`config.mk`:
```
export PLATFORM = sky130hd
export DESIGN_NAME = snake_game_ctrl
export DESIGN_NICKNAME = d
export VERILOG_FILES = /design/src/rtl/snake_game_ctrl.sv
export SDC_FILE = /design/constraint.sdc
export NUM_CORES = 1
export LEC_CHECK = 0
export ABC_AREA = 1
export BUFFER_PORTS_ARGS = -buffer_cell sky130_fd_sc_hd__buf_2
export CAP_MARGIN = 20
export CELL_PAD_IN_SITES_DETAIL_PLACEMENT = 1
export CELL_PAD_IN_SITES_GLOBAL_PLACEMENT = 1
export CORE_ASPECT_RATIO = 1.4
export CORE_MARGIN = 2
export CORE_UTILIZATION = 39
export CTS_BUF_LIST = sky130_fd_sc_hd__clkbuf_4 sky130_fd_sc_hd__clkbuf_8 sky130_fd_sc_hd__clkbuf_16
export CTS_CLUSTER_SIZE = 10
export DETAILED_ROUTE_END_ITERATION = 10
export GPL_ROUTABILITY_DRIVEN = 0
export GPL_TIMING_DRIVEN = 0
export MAX_ROUTING_LAYER = met4
export PLACE_DENSITY_LB_ADDON = 0.1
export REMOVE_ABC_BUFFERS = 1
export SYNTH_ARGS = -nofsm -noshare
export SYNTH_HDL_FRONTEND = slang
export SYNTH_SLANG_ARGS = --single-unit
```
`constraint.sdc`:
```
create_clock -name CLOCK -period 2.9 [get_ports CLOCK]
set_clock_uncertainty 0.15 [all_clocks]
set_input_delay 0.58 -clock CLOCK [delete_from_list [all_inputs] [get_ports CLOCK]]
set_output_delay 0.58 -clock CLOCK [all_outputs]
set_load 0.05 [all_outputs]
```
`src/rtl/snake_game_ctrl.sv`:
```
`default_nettype none
// ============================================================================
// Module   : snake_game_ctrl
// Brief    : Game-flow FSM for the snake engine: start/step strobes, speed
//            ramp with length, single-entry turn queue and high-score tracking.
// Revision : 1.0 - initial release
// ============================================================================
module snake_game_ctrl #(
    parameter int CNT_W       = 24,
    parameter int BASE_PERIOD = 25,
    parameter int MIN_PERIOD  = 8,
    parameter int SPEED_STEP  = 1,
    parameter int COUNT_STEPS = 3
) (
    input  logic       CLOCK,
    input  logic       reset,
    input  logic       center_pulse,
    input  logic       left_pulse,
    input  logic       right_pulse,
    input  logic       die,
    input  logic [4:0] length,
    output logic       start,
    output logic       step_en,
    output logic       turn_left,
    output logic       turn_right,
    output logic [2:0] state,
    output logic [1:0] countdown,
    output logic [4:0] score,
    output logic [4:0] high_score
);

    typedef enum logic [2:0] {
        S_IDLE      = 3'd0,
        S_INIT      = 3'd1,
        S_COUNTDOWN = 3'd2,
        S_PLAY      = 3'd3,
        S_PAUSE     = 3'd4,
        S_OVER      = 3'd5
    } state_t;

    typedef enum logic [1:0] {
        T_NONE  = 2'd0,
        T_LEFT  = 2'd1,
        T_RIGHT = 2'd2
    } turn_t;

    localparam int                 c_ext_w       = CNT_W + 8;
    localparam logic [c_ext_w-1:0] c_base_ext    = c_ext_w'(BASE_PERIOD);
    localparam logic [c_ext_w-1:0] c_min_ext     = c_ext_w'(MIN_PERIOD);
    localparam logic [c_ext_w-1:0] c_speed_ext   = c_ext_w'(SPEED_STEP);
    localparam logic [c_ext_w-1:0] c_three_ext   = c_ext_w'(3);
    localparam logic [CNT_W-1:0]   c_base_cnt    = CNT_W'(BASE_PERIOD);
    localparam logic [CNT_W-1:0]   c_cd_last     = CNT_W'(BASE_PERIOD - 1);
    localparam logic [CNT_W-1:0]   c_one_cnt     = CNT_W'(1);
    localparam logic [1:0]         c_count_steps = 2'(COUNT_STEPS);

    state_t             r_state, w_state_nxt;
    turn_t              r_pending, w_pending_nxt, w_turn_req;
    logic [CNT_W-1:0]   r_count, w_count_nxt;
    logic [CNT_W-1:0]   r_period, w_period_nxt;
    logic [1:0]         r_countdown, w_countdown_nxt;
    logic [4:0]         r_high_score;
    logic               r_hs_armed;
    logic               w_turn_valid;
    logic               w_step_due;
    logic [c_ext_w-1:0] w_len_ext, w_reduction, w_period_ext;
    logic [CNT_W-1:0]   w_period_new;
    logic               w_unused_period_hi;

    assign score      = (length < 5'd3) ? 5'd0 : (length - 5'd3);
    assign state      = r_state;
    assign countdown  = r_countdown;
    assign high_score = r_high_score;

    // Wide intermediates keep the subtraction from wrapping on long snakes.
    always_comb begin
        w_len_ext   = (length < 5'd3) ? c_three_ext : c_ext_w'(length);
        w_reduction = c_speed_ext * (w_len_ext - c_three_ext);
        if (w_reduction >= (c_base_ext - c_min_ext)) begin
            w_period_ext = c_min_ext;
        end else begin
            w_period_ext = c_base_ext - w_reduction;
        end
    end

    assign w_period_new       = w_period_ext[CNT_W-1:0];
    assign w_unused_period_hi = &{1'b0, w_period_ext[c_ext_w-1:CNT_W]};

    // Simultaneous left+right cancels out.
    assign w_turn_valid = left_pulse ^ right_pulse;
    assign w_turn_req   = left_pulse ? T_LEFT : T_RIGHT;
    assign w_step_due   = (r_count == (r_period - c_one_cnt));

    always_comb begin
        w_state_nxt     = r_state;
        w_count_nxt     = r_count;
        w_period_nxt    = r_period;
        w_countdown_nxt = r_countdown;
        w_pending_nxt   = r_pending;
        start           = 1'b0;
        step_en         = 1'b0;
        turn_left       = 1'b0;
        turn_right      = 1'b0;

        case (r_state)
            S_IDLE: begin
                start = 1'b1;
                if (center_pulse) begin
                    w_state_nxt = S_INIT;
                end
            end

            S_INIT: begin
                start           = 1'b1;
                step_en         = 1'b1;
                w_state_nxt     = S_COUNTDOWN;
                w_count_nxt     = '0;
                w_countdown_nxt = c_count_steps;
                w_pending_nxt   = T_NONE;
            end

            S_COUNTDOWN: begin
                if (r_count == c_cd_last) begin
                    w_count_nxt     = '0;
                    w_countdown_nxt = r_countdown - 2'd1;
                    if (r_countdown == 2'd1) begin
                        w_state_nxt  = S_PLAY;
                        w_period_nxt = c_base_cnt;
                    end
                end else begin
                    w_count_nxt = r_count + c_one_cnt;
                end
            end

            S_PLAY: begin
                if (die) begin
                    w_state_nxt = S_OVER;
                end else begin
                    if (w_step_due) begin
                        step_en       = 1'b1;
                        turn_left     = (r_pending == T_LEFT);
                        turn_right    = (r_pending == T_RIGHT);
                        w_count_nxt   = '0;
                        w_period_nxt  = w_period_new;
                        w_pending_nxt = w_turn_valid ? w_turn_req : T_NONE;
                    end else begin
                        // Counter holds on the pause request so resume picks up at the same count.
                        w_count_nxt = center_pulse ? r_count : (r_count + c_one_cnt);
                        if ((r_pending == T_NONE) && w_turn_valid) begin
                            w_pending_nxt = w_turn_req;
                        end
                    end
                    if (center_pulse) begin
                        w_state_nxt = S_PAUSE;
                    end
                end
            end

            S_PAUSE: begin
                if (center_pulse) begin
                    w_state_nxt = S_PLAY;
                end
            end

            S_OVER: begin
                if (center_pulse) begin
                    w_state_nxt = S_INIT;
                end
            end

            default: begin
                w_state_nxt = S_IDLE;
            end
        endcase
    end

    always_ff @(posedge CLOCK or posedge reset) begin
        if (reset) begin
            r_state      <= S_IDLE;
            r_count      <= '0;
            r_period     <= c_base_cnt;
            r_countdown  <= '0;
            r_pending    <= T_NONE;
            r_high_score <= '0;
            r_hs_armed   <= 1'b0;
        end else begin
            r_state     <= w_state_nxt;
            r_count     <= w_count_nxt;
            r_period    <= w_period_nxt;
            r_countdown <= w_countdown_nxt;
            r_pending   <= w_pending_nxt;
            r_hs_armed  <= (w_state_nxt == S_OVER) && (r_state != S_OVER);
            if (r_hs_armed && (score > r_high_score)) begin
                r_high_score <= score;
            end
        end
    end

endmodule
`default_nettype wire

```
Word level (Yosys, flattened, before mapping)
Cells that the tools add are included.
- output and inout port bits: 19
- word-level logic and storage cells: 88
- bits of input ports: 11
- flip-flop bits (word level): 61
- order comparisons: 3
- add/sub/neg operators: 6
- reduce and logical (&&, ||, !) cells: 15
- equality and inequality tests: 18
- bitwise logic cells: 1
- mux-type cells: 38
- operator list (kind ; number):
    24-bit 2-to-1 mux ; 9
    24-bit case mux with 3 select lines ; 1
    24-bit case mux with 2 select lines ; 1
    32-bit by 5-bit >= comparator with 1-bit output, second input constant ; 1
    24-bit by 1-bit adder with 24-bit output, second input constant ; 1
    24-bit == test ; 1
    24-bit by 5-bit == test with 1-bit output, second input constant ; 1
    24-bit by 1-bit subtractor with 24-bit output, second input constant ; 1
    3-bit 2-to-1 mux ; 6
    3-bit case mux with 5 select lines ; 1
    2-bit 2-to-1 mux ; 6
    5-bit 2-to-1 mux ; 2
    3-bit == test, second input constant ; 3
    1-bit 2-to-1 mux ; 9
    3-bit inequality test, second input constant ; 3
    2-bit inequality test, second input constant ; 4
    2-bit case mux with 2 select lines ; 2
    6-bit by 6-bit subtractor with 7-bit output, first input constant ; 1
    3-bit by 2-bit == test with 1-bit output, second input constant ; 2
    3-bit AND reduction ; 2
    2-bit nonzero test ; 3
    5-bit by 2-bit subtractor with 6-bit output, second input constant ; 1
    5-bit greater-than comparator ; 1
    5-bit by 2-bit less-than comparator with 1-bit output, second input constant ; 1
    14 further kinds ; 18

Logic depth before layout (Yosys ltp)
- word-level depth: 8
- depth in mapped cells: 21

Worst setup path after synthesis
No wires, ideal clock.
- kind: flip-flop to output port
- from: reg r_period[0]
- to: out turn_left
- path buffers: 0
- path slack: -0.907 ns
- cell stages (with the launch flop): 18
- data arrival time: 3.077 ns
- cells stage by stage: dfstp_2 -> inv_2 -> ha_1 -> nand2_1 -> inv_1 -> nand3_1 -> ha_1 -> o21ai_0 -> nand2_1 -> nor2_1 -> nand2_1 -> inv_1 -> nand2_1 -> nor2_2 -> nand2_2 -> inv_1 -> nand3_1 -> nor3_1
- word-level cells in the longest chain between the ends: 5
- RTL lines (item ; RTL line ; RTL):
    from (decl) ; 60 ; logic [CNT_W-1:0] r_period, w_period_nxt;
    from (signal assigned) ; 181 ; r_period <= c_base_cnt;
    from (signal assigned) ; 189 ; r_period <= w_period_nxt;
    24-bit by 1-bit subtractor with 24-bit output ; 92 ; assign w_step_due = (r_count == (r_period - c_one_cnt));
    24-bit == test ; 92 ;
    1-bit 2-to-1 mux ; 139 ; if (w_step_due) begin
    1-bit 2-to-1 mux ; 136 ; if (die) begin
    1-bit 2-to-1 mux ; 105 ; case (r_state)
    to (decl) ; 24 ; output logic turn_left,
No other way between the ends.

Worst setup path in the final report
Ends and elaborated chain as after synthesis.

==> reports/metrics.cfg <==
[floorplanning]
fp.coreArea_um2=8980
initial_core_util_pct=40.1
rows=41
die_area_um2=10000
die_w_um=85.2
die_height_um=118
ios=30

[synth]
synth_edf_count=0
yosysTopAreaCell=dfrtp_1
yosysSeqAreaShare_pct=30.7
synth-warning-count=0
netlist_instances=545
async_flop_share_pct=100
avgSynthCellArea_um2=6.61
yosys.area.top_type_share_pct=28.5
ys.flop_type=dfrtp_1
synthDistinctLibCells=38
ys_ff_latch=44
synthTopCellsByArea=dfrtp_1 (28%), nand2_1 (16%), inv_1 (7.8%)
netlist_area_um2=3600

[detailed_routing]
routed_wl_um=11600
vias=3774
drc_errors=0
vias_per_cell=5.35
drt_pre_antenna_iters=4
drt_iter0_drc=151
wl_per_cell_um=16.5
ant_nets=0

[timing]
timing.final.crit_share_pct=116
worstMarginPinSlew_ns=0.686
setup_slack_ns=-0.450
fin_crit_ns=3.35
setup_viol=24
drv_slew=0
finalHoldViolCount=0
max_freq_ghz=0.298
maxSlewHeadroom_pct=54.1
rsz0062_at_grt=yes

[power_and_ir_drop]
total_power_uw=3480
peakVddDrop_mv=0.486
power.density_nw_per_um2=782
p_leak_uw=0.00215

[global_routing]
grt.total_usage_pct=24.4
grt_pass1_wl_um=19100
grt_pass1_vias=3935
grt-ovfl-total=0
grt_start_max_net_pins=31
antenna_found_initial=0

[finish]
fill_cells=1169
n_antenna_cell=0
area_growth_pct=23.6
layout_commonest_cell=nand2_1
nNetsFinal=626
final_cell_mix=nand2_1 (148), inv_1 (68), nor2_1 (55)
drive_gt1_share_pct=24.2
postLayoutCellArea_um2=4450
final_util_pct=49.6

[worst_setup_path]
worstPathRequired_ns=2.17
worst_path_largest_cell_delay_ns=0.55
slowest_stage=dfstp_2
crit_path_end_kind=primary output
worstPathArrival_ns=2.62
start_kind=flip-flop
regToRegSetupSlack_ns=-0.09
critPathTopFamily=simple AND/OR/NAND/NOR gates
worst-setup-path-type=flip-flop to primary output
cp_cell_sequence=inv_4 > ha_4 > nand2_4 > inv_2 > nand3_2 > ha_4 > nand2_1 > nand2_2 > nor2_2 > nand2_1 > nor2_2 > nand2_2 > nor2_4 > nand2_4 > inv_4 > nand3_4 > nor3_2 > buf_6
path_max_fanout=4
path_buf_inv=4

[cts]
htree_levels=2
cts_made_buffers=5
clock_sinks=44
clockBufferDepth=2
cts-root-buf=clkbuf_16
worstSkewPairLatency_ns=0.29
cts_tree=yes
clk_pin_slew_ns=0.07

[placement]
dpl.hpwl_um=8170
placed_area_um2=3820
port_buffers=29
post-place-ws_ns=-0.632

[status]
status=complete, but fails checks
violations=negative setup slack

[run]
drv_cap=0

[worst_hold_path]
hold_path_class=input pin to async pin

[power breakdown]
| part | switching (µW) | internal [µW] |
|---|---|---|
| Clock | 260 | 343 |
| Combinational | 1470 | 558 |
| Sequential | 119 | 729 |
[worst register-to-register path, cell delays in order (launching register included)]
cell     delay [ns]
dfstp_2        0.55
inv_4          0.05
ha_4           0.17
nand2_4        0.06
inv_2          0.04
nand3_2        0.07
ha_4           0.23
nand2_1        0.08
nand2_2        0.06
nor2_2         0.11
nand2_1        0.07
nor2_2         0.11
nand2_2        0.07
nor2_4         0.12
nand2_4        0.08
buf_4          0.15
buf_6          0.12
nand2_4        0.18
nand2_8        0.13
nor2_2         0.15
inv_1          0.05
nand2_1        0.06
nor2_1         0.04
[area by class of cell]
type	instances	area (µm²)	share of cell area, %
repair buffers	50	349	7.84
inverters	88	352	7.90
clock inverters	2	15.0	0.337
multi-input cells	406	2330	52.3
repair inverters	2	27.5	0.618
well taps	107	134	3.01
clock buffers	6	139	3.12
flip-flops and latches	44	1110	24.8
[routing by layer]
| metal | global-route usage [%] | up-vias | wire length [µm] |
|---|---|---|---|
| met5 | - | - | 0 |
| met4 | 8.93 | 0 | 427 |
| met3 | 2.52 | 25 | 254 |
| met2 | 44.1 | 61 | 6440 |
| met1 | 27.1 | 1838 | 4510 |
| li1 | - | 1850 | - |
[state kept, by name, indices dropped and copies added, names as in the netlist]
signal and flops:
countdown 2, high_score 5, r_count 24, r_hs_armed 1, r_pending 2, r_period 7, state 3
[through the flow]
| stage | setup TNS, ns | hold slack [ns] | std cells |
|---|---|---|---|
| after floorplan | -3.68 | 0.299 | 534 |
| after detailed placement | -8.84 | 0.335 | 671 |
| final | -1.61 | 0.103 | 705 |
| after global placement | -7.32 | 0.320 | 670 |
| after CTS | -1.33 | 0.118 | 698 |
| after global routing | -7.07 | 0.135 | 705 |
[synth_stat cells (3+ instances only)]
library cell,instances
nor4_1,4
inv_2,12
ha_1,18
o21ai_2,6
nor2_2,5
dfrtp_1,41
nand2_2,4
nor3_2,3
a21oi_1,14
nor3_1,8
inv_1,75
buf_4,3
nand3_2,8
xor2_1,11
nand2_1,157
dfstp_2,3
nand3_1,39
buf_2,4
nand4_1,14
o21ai_0,23
nor2_1,63
o21ai_1,12
[timing repair]
item / 4_1_cts / 5_1_grt
resized for setup: 40 / 29
setup endpoints to repair: 34 / 36
gates cloned: 5 / 1
pin swaps: 8 / 14
buffers inserted: 15 / 6
hold endpoints to repair: 0 / 0
hold buffers: 0 / 0
[kinds of logic (layout without fill, tap and decap cells)]
kind of cell | count (synthesis) | after routing | synth area share [%]
AOI/OAI and AO/OA | 59 | 59 | 9.20
adders and majority gates | 18 | 18 | 6.25
DFF | 44 | 44 | 30.7
buffers and inverters | 99 | 148 | 11.6
xor gates and xnor gates | 12 | 12 | 2.92
and+or+nand+nor | 313 | 317 | 39.4
[worst paths after layout]
path,from,endpoint,cells past startpoint
min,reset,state[1],2
max in group asynchronous,reset,r_period[0],3
min reg2reg,r_pending[0],r_pending[0],2
min in group CLOCK,r_pending[0],r_pending[0],2
max,r_period[0],turn_left,18
max reg2reg,r_period[0],r_count[23],22
No activity file was read; power rests on OpenSTA's default activity.
